--- config.mk ---
export PLATFORM = sky130hd
export DESIGN_NAME = decoder_3to8_buf
export DESIGN_NICKNAME = d
export VERILOG_FILES = /design/src/rtl/decoder_3to8_buf.sv
export SDC_FILE = /design/constraint.sdc
export NUM_CORES = 1
export LEC_CHECK = 0
export CORE_AREA = 2 2 63 65
export DETAILED_ROUTE_END_ITERATION = 12
export DIE_AREA = 0 0 65 67
export GPL_TIMING_DRIVEN = 0
export SLEW_MARGIN = 20
export SYNTH_ARGS = -nofsm -noshare
export SYNTH_HDL_FRONTEND = slang
export SYNTH_SLANG_ARGS = --single-unit
--- constraint.sdc ---
create_clock -name clk -period 1.59 [get_ports clk]
set_input_delay 0.318 -clock clk [delete_from_list [all_inputs] [get_ports clk]]
set_output_delay 0.318 -clock clk [all_outputs]
set_load 0.01 [all_outputs]
--- src/rtl/decoder_3to8_buf.sv ---
// 3-to-8 one-hot decoder feeding a 2-entry valid/ready FIFO; codes are decoded at push time.
// Optional build macro DEC_HOLD_EN: when defined, the idle output holds the last popped entry.
module decoder_3to8_buf (
    input  logic       clk,
    input  logic       rst_n,
    input  logic       in_valid,
    input  logic [2:0] in_code,
    output logic       in_ready,
    output logic       out_valid,
    output logic [7:0] out_onehot,
    input  logic       out_ready,
    output logic [1:0] level
);

    function automatic logic [7:0] decode_code(input logic [2:0] code);
        decode_code = 8'h01 << code;
    endfunction

    logic [7:0] entry_r [2];
    logic       wr_ptr_r;
    logic       rd_ptr_r;
    logic [1:0] level_r;
    logic       push_s;
    logic       pop_s;
    logic [7:0] idle_value_s;
    logic [7:0] out_onehot_s;

    // Handshake status depends only on registered occupancy
    assign in_ready  = (level_r != 2'd2);
    assign out_valid = (level_r != 2'd0);
    assign level     = level_r;
    assign push_s    = in_valid && in_ready;
    assign pop_s     = out_valid && out_ready;

    // FIFO storage, pointers and occupancy
    always_ff @(posedge clk or negedge rst_n) begin
        if (!rst_n) begin
            entry_r[0] <= 8'h00;
            entry_r[1] <= 8'h00;
            wr_ptr_r   <= 1'b0;
            rd_ptr_r   <= 1'b0;
            level_r    <= 2'd0;
        end else begin
            if (push_s) begin
                entry_r[wr_ptr_r] <= decode_code(in_code);
                wr_ptr_r          <= ~wr_ptr_r;
            end
            if (pop_s) begin
                rd_ptr_r <= ~rd_ptr_r;
            end
            case ({push_s, pop_s})
                2'b10:   level_r <= level_r + 2'd1;
                2'b01:   level_r <= level_r - 2'd1;
                default: level_r <= level_r;
            endcase
        end
    end

`ifdef DEC_HOLD_EN
    logic [7:0] last_pop_r;

    // Remember the entry most recently handed to the consumer
    always_ff @(posedge clk or negedge rst_n) begin
        if (!rst_n) begin
            last_pop_r <= 8'h00;
        end else if (pop_s) begin
            last_pop_r <= entry_r[rd_ptr_r];
        end else begin
            last_pop_r <= last_pop_r;
        end
    end

    assign idle_value_s = last_pop_r;
`else
    assign idle_value_s = 8'h00;
`endif

    // Output mux draws only from registers, never from in_code
    always_comb begin
        out_onehot_s = 8'h00;
        if (out_valid) begin
            out_onehot_s = entry_r[rd_ptr_r];
        end else begin
            out_onehot_s = idle_value_s;
        end
    end

    assign out_onehot = out_onehot_s;

endmodule

# Word-level counts from Yosys, hierarchy flattened
# Index checks and enable logic that the tools add are counted.
[word_totals] regBits=20 in_bits=7 out_inout_bits=12 wordCells=31
[op_classes] add_sub_neg=2 n_lt_le_gt_ge=3 eq_ne=3 shifts=1 mux=8 bitwise=4 reduce_logical=5
[ops] cell="$mux 8" count=5
[ops] cell="$bwmux 16" count=1
[ops] cell="$demux 8 s1" count=1
[ops] cell="$shl 1x3->8 const A" count=1
[ops] cell="$ge 2x2->1 const B" count=2
[ops] cell="$not 1->2" count=2
[ops] cell="$pmux 2 s2" count=1
[ops] cell="$reduce_bool 2->1" count=2
[ops] cell="$logic_and 1x1->1" count=3
[ops] cell="$add 2x1->2 const B" count=1
[ops] cell="$eq 2x1->1 const B" count=1
[ops] cell="$eq 2x2->1 const B" count=1
[ops] cell="$lt 2x1->1 const B" count=1
[ops] cell="$ne 2x2->1 const B" count=1
[ops] cell="$not 1->1" count=2
[ops] cell="$sub 2x1->2 const B" count=1

# Logic depth before layout (Yosys ltp)
[logic_depth] depth_word=6 ltp_mapped=6 mapped_depth_nobuf=6

# Least setup slack after synthesis
# OpenSTA, ideal clock, no wires.
[synth_timing] path_type="reg2reg" start="register level_r[0] (netlist: level[0])" end="register level_r[1] (netlist: level[1])" t_arrival_ps=1433 required_time_ps=1510 path_slack_ps=77 stages_incl_launch_ff=6 n_path_buf=0 period_less_slack_ps=1513 path_cell_list="dfrtp_1 nor2_2 nor2b_1 ha_1 nor2_1 xor2_1"
[synth_via] elab_chain_len=4
[synth_lines] element="from (decl)" line="22" rtl="logic [1:0] level_r;"
[synth_lines] element="from (signal assigned)" line="52" rtl="2'b10: level_r <= level_r + 2'd1;"
[synth_lines] element="from (signal assigned)" line="53" rtl="2'b01: level_r <= level_r - 2'd1;"
[synth_lines] element="from (signal assigned)" line="54" rtl="default: level_r <= level_r;"
[synth_lines] element="$reduce_bool 2->1 (*)" line="30" rtl="assign out_valid = (level_r != 2'd0);"
[synth_lines] element="$logic_and 1x1->1 (*)" line="33" rtl="assign pop_s = out_valid && out_ready;"
[synth_lines] element="net pop_s" line="24" rtl="logic pop_s;"
[synth_lines] element="$eq 2x1->1 / $eq 2x2->1 (equally long branches)" line="51" rtl="case ({push_s, pop_s})"
[synth_lines] element="$pmux 2 s2 / $reduce_bool 2->1 (equally long branches)"
# The timed path passes the listed nets; every way through them passes the cells marked *.
# A chain may end at the register's enable or synchronous reset.

# Worst setup path after layout
[layout_timing] start="register rd_ptr_r" end="output port out_onehot[0]"
[layout_via] elab_chain_len=5
[layout_lines] element="from (decl)" line="21" rtl="logic rd_ptr_r;"
[layout_lines] element="from (signal assigned)" line="49" rtl="rd_ptr_r <= ~rd_ptr_r;"
[layout_lines] element="$not 1->2 (not written as such)" line="82" rtl="out_onehot_s = entry_r[rd_ptr_r];"
[layout_lines] element="$mux 8 (not written as such) (3 in a row)" line="82"
[layout_lines] element="$mux 8" line="81" rtl="if (out_valid) begin"
[layout_lines] element="to (decl)" line="10" rtl="output logic [7:0] out_onehot,"
# Every way passes these cells. The select of a mux whose other input is x is not followed.

==> impl_metrics.yaml <==
worst_setup_path:
  path_class: "reg -> out"
  cp.required_ps: 1270
  worst_setup_path_end_kind: "output pin"
  cp.arrival_ps: 1250
  r2r_cells: 7
  cp_max_fo: 5
  start_kind: "flop"
global_route:
  grt_use_total: 0.1165
  grt_pass1_vias: 762
  grt_pass1_wl_mm: 3.760
  grt_max_degree: 21
  antenna_found_initial: 0
  gr-total-overflow: 0
power:
  power_density_mw_per_mm2: 1941
  peakVddDrop_mv: 0.5460
  p_leak_nw: 0.7034
  p_total_mw: 2.737
run_status:
  outcome: "completed"
run:
  maxCapViolCount: 0
layout:
  finalNonFillerCells: 157
  fin_nets: 118
  drive_above_1_share: 0.4312
  antennaDiodeCount: 0
  syn2layout_area_growth_pct: 34.17
placement:
  gp_congestion: 0.6737
  hpwl_mm: 1.450
  place_inst: 144
  port-buffer-count: 18
logic_synthesis:
  async_flop_share: 1.000
  synth_top_cells_by_area: "dfrtp_1 (48%), mux2_4 (23%), mux2i_1 (7.6%)"
  syn_area_mm2: 0.001051
  yosysSeqAreaShare: 0.4762
  synth_edf_count: 0
  synth_cell_types: 19
  yosys_warnings: 0
  postSynthAreaPerCell_um2: 13.47
  yosys.area.top_type: "dfrtp_1"
  ys_top_cells_by_count: "dfrtp_1 (20), mux2_4 (16), nor2_1 (10), mux2i_1 (8)"
  synth_seq_cells: 20
  synth.most_common_cell: "dfrtp_1"
  ys.flop_type: "dfrtp_1"
  netlist.area_leader.share: 0.4762
  syn_inst: 78
  syn_nets: 86
routing:
  drt-initial-drc-count: 29
  vias: 694
  vias_per_cell: 4.420
  ant_nets: 0
  drtPass1Iterations: 3
  drc: 0
  routed_wl_mm: 2.208
  wl_per_cell_um: 14.06
sta:
  slew_headroom: 0.3954
  slew_viol_final: 0
  worst_slew_pin_slew_ps: 904.1
  hold_viol: 0
  setup_violations: 0
  hold-worst-slack_ps: 500.3
  period_share: 0.9874
  fin_crit_ps: 1570
  max_freq_mhz: 637.0
  fin_skew_ps: 3.966
  rsz0062_at_grt: "true"
hold_path:
  whs_path_depth: 1
  hp-class: "reg -> reg"
floorplan:
  die_h_um: 67
  core-area_mm2: 0.003606
  io_pins: 19
  num_rows: 22
  start_util: 0.2915
  fp.dieW_um: 65
  dieArea_mm2: 0.004355
clocking:
  clk_path_buf_depth: 2
  cts_tree: "done"
  cts-root-buf: "clkbuf_8"
  clock-sinks: 20
  htree_levels: 1
  cts_buffers: 3
  path_clk_slew_ps: 70
  cts_hold_repair.buffers: 0
  insertion_delay_ps: 260
per-stage QoR:
stage                       util  cell area [um^2]  worst slack, ps  TNS, ps
final                     0.3910              1410            20.06        0
after global placement    0.3581              1291           -210.2    -1876
after CTS                 0.3945              1423           -45.31   -71.01
after floorplan                -              1051            77.26        0
after global routing      0.3910              1410           -84.44   -281.9
after detailed placement  0.3581              1291           -250.9    -2699
area by class of cell:
class | count | area (um^2)
buffer | 3 | 33.78
clock buffer | 4 | 55.05
fill | 345 | 2196
inverter | 1 | 3.754
multi-input combinational | 54 | 526.8
sequential | 20 | 503.0
tap | 48 | 60.06
timing repair buffer | 27 | 227.7
routing by layer:
metal	wire, um	global-route usage	up-vias
met3	115	0.03885	3
met4	20	0.03191	0
met5	0	0	-
li1	-	-	328
met2	1092	0.2036	16
met1	980	0.1360	347
final timing paths:
| check | from | end | slack, ps |
|---|---|---|---|
| min reg2reg | wr_ptr_r$_DFFE_PN0N_ | wr_ptr_r$_DFFE_PN0N_ | 500 |
| max in group asynchronous | rst_n | level[0]$_DFFE_PN0P_ | 410 |
| min in group asynchronous | rst_n | entry_r[14]$_DFFE_PN0P_ | 560 |
| max | rd_ptr_r$_DFFE_PN0P_ | out_onehot[0] | 20 |
| min | wr_ptr_r$_DFFE_PN0N_ | wr_ptr_r$_DFFE_PN0N_ | 500 |
| max reg2reg | level[0]$_DFFE_PN0P_ | level[1]$_DFFE_PN0P_ | 130 |
cells in the final DEF (no fill, tap or decap):
cell | synthesis | final
clkbuf_2 | 0 | 1
ha_2 | 0 | 1
buf_2 | 1 | 8
mux2_4 | 16 | 16
dlygate4sd2_1 | 0 | 2
clkdlybuf4s50_1 | 0 | 6
xnor2_1 | 3 | 3
dfrtp_1 | 20 | 18
buf_6 | 2 | 7
nor2_1 | 10 | 10
buf_4 | 0 | 4
inv_1 | 1 | 1
nor3_1 | 1 | 1
clkbuf_8 | 0 | 4
xor2_1 | 2 | 2
and3b_1 | 3 | 3
dfrtp_2 | 0 | 2
and3_4 | 1 | 1
nand2_1 | 2 | 2
clkdlybuf4s15_1 | 0 | 1
and3_1 | 1 | 1
buf_12 | 0 | 1
nor2b_1 | 1 | 1
nor2_4 | 0 | 1
mux2i_1 | 8 | 8
nor3b_1 | 3 | 3
nand2b_4 | 1 | 1
report_power, final:
part	internal [mW]	switching, mW
Combinational	0.866	0.585
Sequential	0.737	0.154
Clock	0.221	0.174
Total	1.82	0.913
critical path: stages, from the launching register on:
cell     delay, ps
dfrtp_1        400
buf_6          150
buf_6          110
mux2i_1        140
nor2_1          60
buf_2          130
repair_timing:
item                       in CTS  in global routing
gates cloned                    1                  0
pin swaps                       1                  5
buffers inserted                7                  1
gates resized for setup        40                 10
setup endpoints to repair      14                  9
state kept, by name, summed over array words and instances, names as in the netlist:
signal	flops
rd_ptr_r	1
level	2
wr_ptr_r	1
entry_r	16
kinds of logic after synthesis:
logic type / share of synthesized area
flip-flops: 0.4762
AND/OR/NAND/NOR: 0.1357
XOR/XNOR: 0.04167
multiplexers: 0.3048
adder cells (fa/ha/maj): 0.01190
buffers and inverters: 0.02975
Power figures use the tool's default switching activity.
